==> src/rtl/seq_shift_add_multiplier_pkg.sv <==
// rtl/seq_shift_add_multiplier_pkg.sv - shared FSM encoding and sizing helpers for sequential multipliers
package seq_shift_add_multiplier_pkg;

    // Encodings are fixed so other sequential multipliers can decode the same values.
    typedef enum logic [1:0] {
        IDLE      = 2'd0,
        ADD_SHIFT = 2'd1,
        DONE      = 2'd2
    } mult_state_e;

    localparam int MIN_WIDTH = 2;
    localparam int MAX_WIDTH = 16;

    // Iteration counter width: enough to hold WIDTH-1, never narrower than one bit.
    function automatic int cnt_width(input int width);
        return (width < 2) ? 1 : $clog2(width);
    endfunction

endpackage

==> src/rtl/seq_shift_add_multiplier_if.sv <==
// rtl/seq_shift_add_multiplier_if.sv - operand/product handshake bundle for the sequential multiplier
interface seq_shift_add_multiplier_if #(
    parameter int WIDTH = 4
);
    logic                 in_valid;
    logic                 in_ready;
    logic [WIDTH-1:0]     multiplicand;
    logic [WIDTH-1:0]     multiplier;
    logic                 out_valid;
    logic                 out_ready;
    logic [2*WIDTH-1:0]   product;

    // Requester side: supplies operands, consumes the product.
    modport master (
        output in_valid,
        output multiplicand,
        output multiplier,
        output out_ready,
        input  in_ready,
        input  out_valid,
        input  product
    );

    // Multiplier side.
    modport slave (
        input  in_valid,
        input  multiplicand,
        input  multiplier,
        input  out_ready,
        output in_ready,
        output out_valid,
        output product
    );
endinterface

==> src/rtl/seq_shift_add_multiplier_adder.sv <==
// rtl/seq_shift_add_multiplier_adder.sv - full_adder cell and the ripple-carry adder chained from it

// Single-bit full adder cell.
module full_adder (
    input  logic a,
    input  logic b,
    input  logic c_in,
    output logic sum,
    output logic c_out
);
    assign sum   = a ^ b ^ c_in;
    assign c_out = (a & b) | (c_in & (a ^ b));
endmodule

// WIDTH-bit ripple-carry adder; purely combinational.
module ripple_carry_adder #(
    parameter int WIDTH = 4
) (
    input  logic [WIDTH-1:0] a,
    input  logic [WIDTH-1:0] b,
    input  logic             c_in,
    output logic [WIDTH-1:0] sum,
    output logic             c_out
);
    logic [WIDTH:0] carry;

    assign carry[0] = c_in;

    for (genvar i = 0; i < WIDTH; i++) begin : g_bit
        full_adder u_fa (
            .a     (a[i]),
            .b     (b[i]),
            .c_in  (carry[i]),
            .sum   (sum[i]),
            .c_out (carry[i+1])
        );
    end

    assign c_out = carry[WIDTH];
endmodule

==> src/rtl/seq_shift_add_multiplier.sv <==
// rtl/seq_shift_add_multiplier.sv - unsigned shift-and-add multiplier, one shared adder row over WIDTH cycles
module seq_shift_add_multiplier
    import seq_shift_add_multiplier_pkg::*;
#(
    parameter int WIDTH = 4
) (
    input  logic                          clk,
    input  logic                          rst,
    seq_shift_add_multiplier_if.slave     bus
);
    localparam int CNT_W = cnt_width(WIDTH);

    mult_state_e          state_q;
    logic [WIDTH-1:0]     m_q;
    logic [WIDTH-1:0]     a_q;
    logic                 c_q;
    logic [WIDTH-1:0]     q_q;
    logic [CNT_W-1:0]     cnt_q;

    logic [WIDTH-1:0]     addend;
    logic [WIDTH-1:0]     sum;
    logic                 cout;

    // Partial product for this iteration: M when the current multiplier LSB is set.
    assign addend = q_q[0] ? m_q : '0;

    // C is cleared by every shift and by load/reset, so using it as carry-in keeps cin at 0.
    ripple_carry_adder #(
        .WIDTH (WIDTH)
    ) u_adder (
        .a     (a_q),
        .b     (addend),
        .c_in  (c_q),
        .sum   (sum),
        .c_out (cout)
    );

    assign bus.in_ready  = (state_q == IDLE);
    assign bus.out_valid = (state_q == DONE);
    assign bus.product   = {a_q, q_q};

    // Control FSM plus the A/Q shift register and iteration counter.
    always_ff @(posedge clk or posedge rst) begin
        if (rst) begin
            state_q <= IDLE;
            m_q     <= '0;
            a_q     <= '0;
            c_q     <= 1'b0;
            q_q     <= '0;
            cnt_q   <= '0;
        end else begin
            case (state_q)
                IDLE: begin
                    if (bus.in_valid) begin
                        m_q     <= bus.multiplicand;
                        q_q     <= bus.multiplier;
                        a_q     <= '0;
                        c_q     <= 1'b0;
                        cnt_q   <= CNT_W'(WIDTH - 1);
                        state_q <= ADD_SHIFT;
                    end
                end
                ADD_SHIFT: begin
                    // {C,A,Q} <= {cout,sum,Q} >> 1: the carry becomes A's MSB, sum LSB enters Q.
                    a_q <= {cout, sum[WIDTH-1:1]};
                    q_q <= {sum[0], q_q[WIDTH-1:1]};
                    c_q <= 1'b0;
                    if (cnt_q == '0) begin
                        state_q <= DONE;
                    end else begin
                        cnt_q <= cnt_q - 1'b1;
                    end
                end
                DONE: begin
                    // Product registers hold under backpressure and are left intact on exit.
                    if (bus.out_ready) begin
                        state_q <= IDLE;
                    end
                end
                default: begin
                    state_q <= IDLE;
                end
            endcase
        end
    end
endmodule
==> src/flat_wrapper.sv <==
// flat-port wrapper written by rule: the top's interface ports become plain ports
module seq_shift_add_multiplier_flat import seq_shift_add_multiplier_pkg::*;
#(
    parameter int WIDTH = 4
)
  (clk, rst, bus_in_valid, bus_multiplicand, bus_multiplier, bus_out_ready, bus_in_ready, bus_out_valid, bus_product);
  seq_shift_add_multiplier_if #(.WIDTH(WIDTH)) bus_i ();
  input  logic clk;
  input  logic rst;
  input wire logic [$bits(bus_i.in_valid)-1:0] bus_in_valid;
  input wire logic [$bits(bus_i.multiplicand)-1:0] bus_multiplicand;
  input wire logic [$bits(bus_i.multiplier)-1:0] bus_multiplier;
  input wire logic [$bits(bus_i.out_ready)-1:0] bus_out_ready;
  output wire logic [$bits(bus_i.in_ready)-1:0] bus_in_ready;
  output wire logic [$bits(bus_i.out_valid)-1:0] bus_out_valid;
  output wire logic [$bits(bus_i.product)-1:0] bus_product;
  assign bus_i.in_valid = bus_in_valid;
  assign bus_i.multiplicand = bus_multiplicand;
  assign bus_i.multiplier = bus_multiplier;
  assign bus_i.out_ready = bus_out_ready;
  assign bus_in_ready = bus_i.in_ready;
  assign bus_out_valid = bus_i.out_valid;
  assign bus_product = bus_i.product;
  seq_shift_add_multiplier #(.WIDTH(WIDTH)) u_core (.clk(clk), .rst(rst), .bus(bus_i));
endmodule
==> config.mk <==
export PLATFORM = sky130hd
export DESIGN_NAME = seq_shift_add_multiplier_flat
export DESIGN_NICKNAME = d
export VERILOG_FILES = /design/src/rtl/seq_shift_add_multiplier_pkg.sv /design/src/rtl/seq_shift_add_multiplier_if.sv /design/src/rtl/seq_shift_add_multiplier_adder.sv /design/src/rtl/seq_shift_add_multiplier.sv /design/src/flat_wrapper.sv
export SDC_FILE = /design/constraint.sdc
export NUM_CORES = 1
export LEC_CHECK = 0
export ABC_CLOCK_PERIOD_IN_PS = 2200
export BUFFER_PORTS_ARGS = -buffer_cell sky130_fd_sc_hd__buf_2
export CAP_MARGIN = 25
export CORE_AREA = 2 2 48 50
export DETAILED_ROUTE_END_ITERATION = 16
export DIE_AREA = 0 0 50 52
export GPL_TIMING_DRIVEN = 0
export PLACE_DENSITY_LB_ADDON = 0.2
export SLEW_MARGIN = 20
export SYNTH_ARGS = -nofsm -noshare
export SYNTH_HDL_FRONTEND = slang
export SYNTH_SLANG_ARGS = --single-unit
==> constraint.sdc <==
create_clock -name clk -period 2.2 [get_ports clk]
set_clock_uncertainty 0.2 [all_clocks]
set_input_delay 0.44 -clock clk [delete_from_list [all_inputs] [get_ports clk]]
set_output_delay 0.44 -clock clk [all_outputs]
set_load 0.005 [all_outputs]
; ---- Word level (Yosys, flattened, before mapping)
; Cells that the tools add are included.
[totals]
wordCells = 54
out_inout_bits = 10
reg_bits = 17
input_bits = 12
[op_classes]
add_sub_neg = 1
muxes = 14
reduce_logical = 7
n_bitwise = 20
n_eq_ne = 6
[ops]
columns = operator, count
row1 = $pmux W4 S2, 2
row2 = $mux W4, 3
row3 = $mux W2, 5
row4 = $and A1 B1 Y1, 8
row5 = $xor A1 B1 Y1, 8
row6 = $ne A2 B2 Y1 const B, 3
row7 = $pmux W2 S3, 1
row8 = $reduce_and A3 Y1, 2
row9 = $logic_not A2 Y1, 2
row10 = $or A1 B1 Y1, 4
row11 = $pmux W2 S2, 1
row12 = $reduce_and A2 Y1, 2
row13 = $eq A2 B1 Y1 const B, 1
row14 = $eq A2 B2 Y1 const B, 1
row15 = $ne A2 B1 Y1 const B, 1
row16 = $pmux W1 S2, 1
row17 = $reduce_bool A2 Y1, 1
row18 = $sub A2 B1 Y2 const B, 1
row19 = $mux W1, 1

; ---- Longest topological paths before layout
[logic_depth]
depth_word = 11
ltp_mapped = 9

; ---- By module
; A second synthesis with hierarchy kept.
[hier_totals]
cells_unflattened = 72
hier_area_um2 = 850.8
[modules_own_cells]
columns = mod, cells_each, instances, seq_area_each_um2, area_per_inst_um2
row1 = seq_shift_add_multiplier, 68, 1, 400.4, 770.7
row2 = full_adder, 1, 4, 0.0, 20.0

; ---- Worst setup path before layout
; No wires, ideal clock.
[synth_timing]
kind = flip-flop to flip-flop
startpoint = reg u_core.q_q[0]
endpoint = reg u_core.a_q[2]
path_buffers = 0
t_required_ns = 1.922
t_arrival_ns = 1.894
path_stages_with_launch = 10
setup_time_ns = 0.078
slack_ns = 0.028
path_cell_list = dfrtp_1 and2_1 ha_1 inv_1 fa_1 inv_1 fa_1 inv_1 fa_1 o2bb2ai_1
[synth_via]
elab_chain_len = 10
[synth_rtl]
columns = element, line_no
row1 = start: declaration, seq_shift_add_multiplier.sv:17  ; logic [WIDTH-1:0] q_q;
row2 = start signal: assignment, seq_shift_add_multiplier.sv:56  ; q_q <= bus.multiplier;
row3 = start signal: assignment, seq_shift_add_multiplier.sv:66  ; q_q <= {sum[0], q_q[WIDTH-1:1]};
row4 = $mux W4 *, seq_shift_add_multiplier.sv:25  ; assign addend = q_q[0] ? m_q : '0;
row5 = $xor A1 B1 Y1, seq_shift_add_multiplier_adder.sv:12  ; assign c_out = (a & b) | (c_in & (a ^ b));
row6 = $and A1 B1 Y1, seq_shift_add_multiplier_adder.sv:12
row7 = $or A1 B1 Y1, seq_shift_add_multiplier_adder.sv:12
row8 = $and A1 B1 Y1, seq_shift_add_multiplier_adder.sv:12
row9 = $or A1 B1 Y1, seq_shift_add_multiplier_adder.sv:12
row10 = $and A1 B1 Y1, seq_shift_add_multiplier_adder.sv:12
row11 = $or A1 B1 Y1, seq_shift_add_multiplier_adder.sv:12
row12 = $xor A1 B1 Y1 *, seq_shift_add_multiplier_adder.sv:11  ; assign sum = a ^ b ^ c_in;
row13 = $pmux W4 S2 *, seq_shift_add_multiplier.sv:52  ; case (state_q)
row14 = end signal: assignment, seq_shift_add_multiplier.sv:65  ; a_q <= {cout, sum[WIDTH-1:1]};
row15 = end: declaration, seq_shift_add_multiplier.sv:15  ; logic [WIDTH-1:0] a_q;
; Every way passes the cells marked *; elsewhere a longest branch is shown, timed or not.
; A chain may end at the register's enable or synchronous reset.

; ---- Worst setup path after layout
; Same ends and word-level chain as after synthesis.

==> results.yml <==
power_and_ir_drop:
  clkPwrFrac: 0.097
  combPwrFrac: 0.554
  total_power_mw: 1.56
  power.leakage_nw: 0.525
  power_density_nw_per_um2: 1410
  ir_drop_uv: 745
  swShare: 0.375
  p_sw_mw: 0.584
  pwr-share-seq: 0.349
  cellInternalPower_mw: 0.972
setup_path:
  critical_path.cell_chain: "and2_4, ha_4, inv_2, fa_2, inv_2, fa_2, inv_2, fa_1, o2bb2ai_2"
  critical_path.most_common_cell: "inv_2"
  crit_required_ns: 2.21
  max_stage_delay_ns: 0.42
  worstSetupPathType: "reg2reg"
  cp_slowest_cell: "fa_1"
  cp_num_buf_inv: 3
  cp.arrival_ns: 2.18
  crit_path_end_kind: "register"
  path_delay_family: "adder cells"
  path_max_fanout: 2
  start_kind: "register"
global_route:
  grt_first_pass_wirelength_um: 2930
  antenna_found_initial: 0
  gr-total-overflow: 0
  grt_pass1_vias: 683
  grt_max_degree: 17
  grt.total_usage: 0.150
clock_network:
  clk_path_buf_depth: 2
  cts_tree: "yes"
  clkTransAtPathRegs_ns: 0.09
  htreeDepth: 1
  holdBufCountCts: 0
  cts.sinks: 16
  numCtsBuffers: 3
  cts_root_buf: "clkbuf_4"
  clk_latency_ns: 0.27
floorplan:
  core_um2: 2110
  dieArea_um2: 2600
  start_util: 0.431
  die_x_um: 50
  rows: 17
  fp.dieH_um: 52
  io_pins: 22
cells_and_area:
  nets: 124
  final_cell_count_no_fill: 133
  final_util: 0.525
  antenna_cells: 0
  drive_gt1_frac: 0.476
  syn_to_final_growth_pct: 21.8
placement:
  dp_cells: 129
  dp_hpwl_um: 1290
  io_buffer_count: 21
  gp_congestion: 0.735
synthesis:
  ys_seq_area_frac: 0.441
  synthFlopType: "dfrtp_1"
  syn-num-nets: 97
  netlist_top_cells_area: "dfrtp_1 44%, fa_1 6.6%, inv_1 5.4%, mux2_2 5.0%, buf_4 3.3%"
  yosysMostFrequentCell: "dfrtp_1"
  synth.distinct_cells: 28
  ys_ff_latch: 16
  syn_avg_cell_area_um2: 11.4
  synth_area_um2: 908
  synth_edf_count: 0
  yosys_warnings: 0
  synth_top_area_share: 0.441
  syn-instance-count: 80
  netlist_top_cells_count: "16 x dfrtp_1, 13 x inv_1, 4 x buf_4, 4 x mux2_2, 4 x nand2_1"
  synthArstFlopShare: 1.00
  synth_top_area_cell: "dfrtp_1"
drt:
  via_per_inst: 5.10
  drcViolationCount: 0
  drt-total-wl_um: 1680
  ant_nets: 0
  drt-initial-drc-count: 6
  drt-pass1-iter-count: 4
  via_count: 678
  wl_per_cell_um: 12.7
run_status:
  outcome: "complete, no violations"
min_path:
  hp-class: "in2async"
timing:
  slew_headroom: 0.583
  setup_viol: 0
  whs_ns: 0.0267
  fmax_mhz: 460
  rsz0062_at_grt: "yes"
  finalCriticalPeriod_ns: 2.18
  finalMaxSlewViolations: 0
  finalHoldViolations: 0
  fin_tns_setup_ns: 0
  tightest_slew_ns: 0.625
  fin_crit_sh: 0.989
job:
  cap_violations: 0
cell usage in the layout, fill, tap and decap left out, drive strengths merged, types with 2 or more instances in the layout:
master,synthesis,routed
and2,2,2
clkbuf,0,3
o22ai,2,2
a221oi,2,2
o221a,4,4
nor2,3,3
nor4b,2,2
dfrtp,16,16
ha,2,2
or4b,2,2
nand2,4,4
fa,3,3
o2bb2ai,3,3
or2b,2,2
mux2,4,4
buf,7,29
inv,13,13
nand3b,2,2
layer usage:
metal	share of wire	global-route usage
met1	0.45	0.184
met2	0.51	0.265
met3	0.032	0.0172
met4	0.0059	0.0602
met5	0	0
worst paths after layout:
check	depth (start not counted)	to	startpoint	slack, ns
max	9	u_core.a_q[2]$_DFFE_PP0P_	u_core.q_q[0]$_DFFE_PP0P_	0.02
min in group clk	2	u_core.m_q[2]$_DFFE_PP0P_	bus_multiplicand[2]	0.19
min reg2reg	1	u_core.m_q[2]$_DFFE_PP0P_	u_core.m_q[2]$_DFFE_PP0P_	0.33
max reg2reg	9	u_core.a_q[2]$_DFFE_PP0P_	u_core.q_q[0]$_DFFE_PP0P_	0.02
max in group asynchronous	2	u_core.q_q[0]$_DFFE_PP0P_	rst	1.33
min	2	u_core.m_q[2]$_DFFE_PP0P_	rst	0.03
sequential cells by signal (all words and copies together), names as in the netlist:
| name | flops |
|---|---|
| u_core.a_q | 4 |
| u_core.cnt_q | 2 |
| u_core.m_q | 4 |
| u_core.q_q | 4 |
| u_core.state_q | 2 |
logic make-up (layout without fill, tap and decap cells):
family	count (synthesis)	count (layout)	share of synthesized area
AO/OA/AOI/OAI	14	14	0.136
flip-flops	16	16	0.441
AND/OR/NAND/NOR	21	21	0.163
multiplexers	4	4	0.0496
buffers and inverters	20	45	0.117
adder cells (fa/ha/maj)	5	5	0.0937
stage by stage:
| step | instance area (um^2) | setup WS (ns) |
|---|---|---|
| after floorplan | 908 | 0.0280 |
| after global placement | 1050 | -0.0670 |
| after detailed placement | 1050 | -0.147 |
| after CTS | 1100 | -0.0240 |
| after global routing | 1110 | -0.0430 |
| final | 1110 | 0.0249 |
power groups by stage:
stage               Combinational [mW]  Sequential [mW]  Clock [mW]
floorplan                        0.597            0.525           0
global placement                 0.767            0.543           0
detailed placement               0.798            0.548           0
CTS                              0.863            0.539       0.155
global route                     0.986            0.563       0.171
finish                           0.863            0.544       0.150
what timing repair did:
action / CTS / global route
gates resized for setup: 9 / 1
pin swaps: 2 / 2
endpoints found under the setup margin: 2 / 1
buffers inserted: 1 / 0
area by class of cell:
type | instances | area (um^2)
repair buffers | 22 | 113
inverters | 13 | 48.8
clock buffers | 3 | 22.5
flip-flops and latches | 16 | 402
plain buffers | 7 | 57.6
well taps | 28 | 35.0
multi-input cells | 44 | 428
fillers | 186 | 1000
No activity file was read; power rests on OpenSTA's default activity.
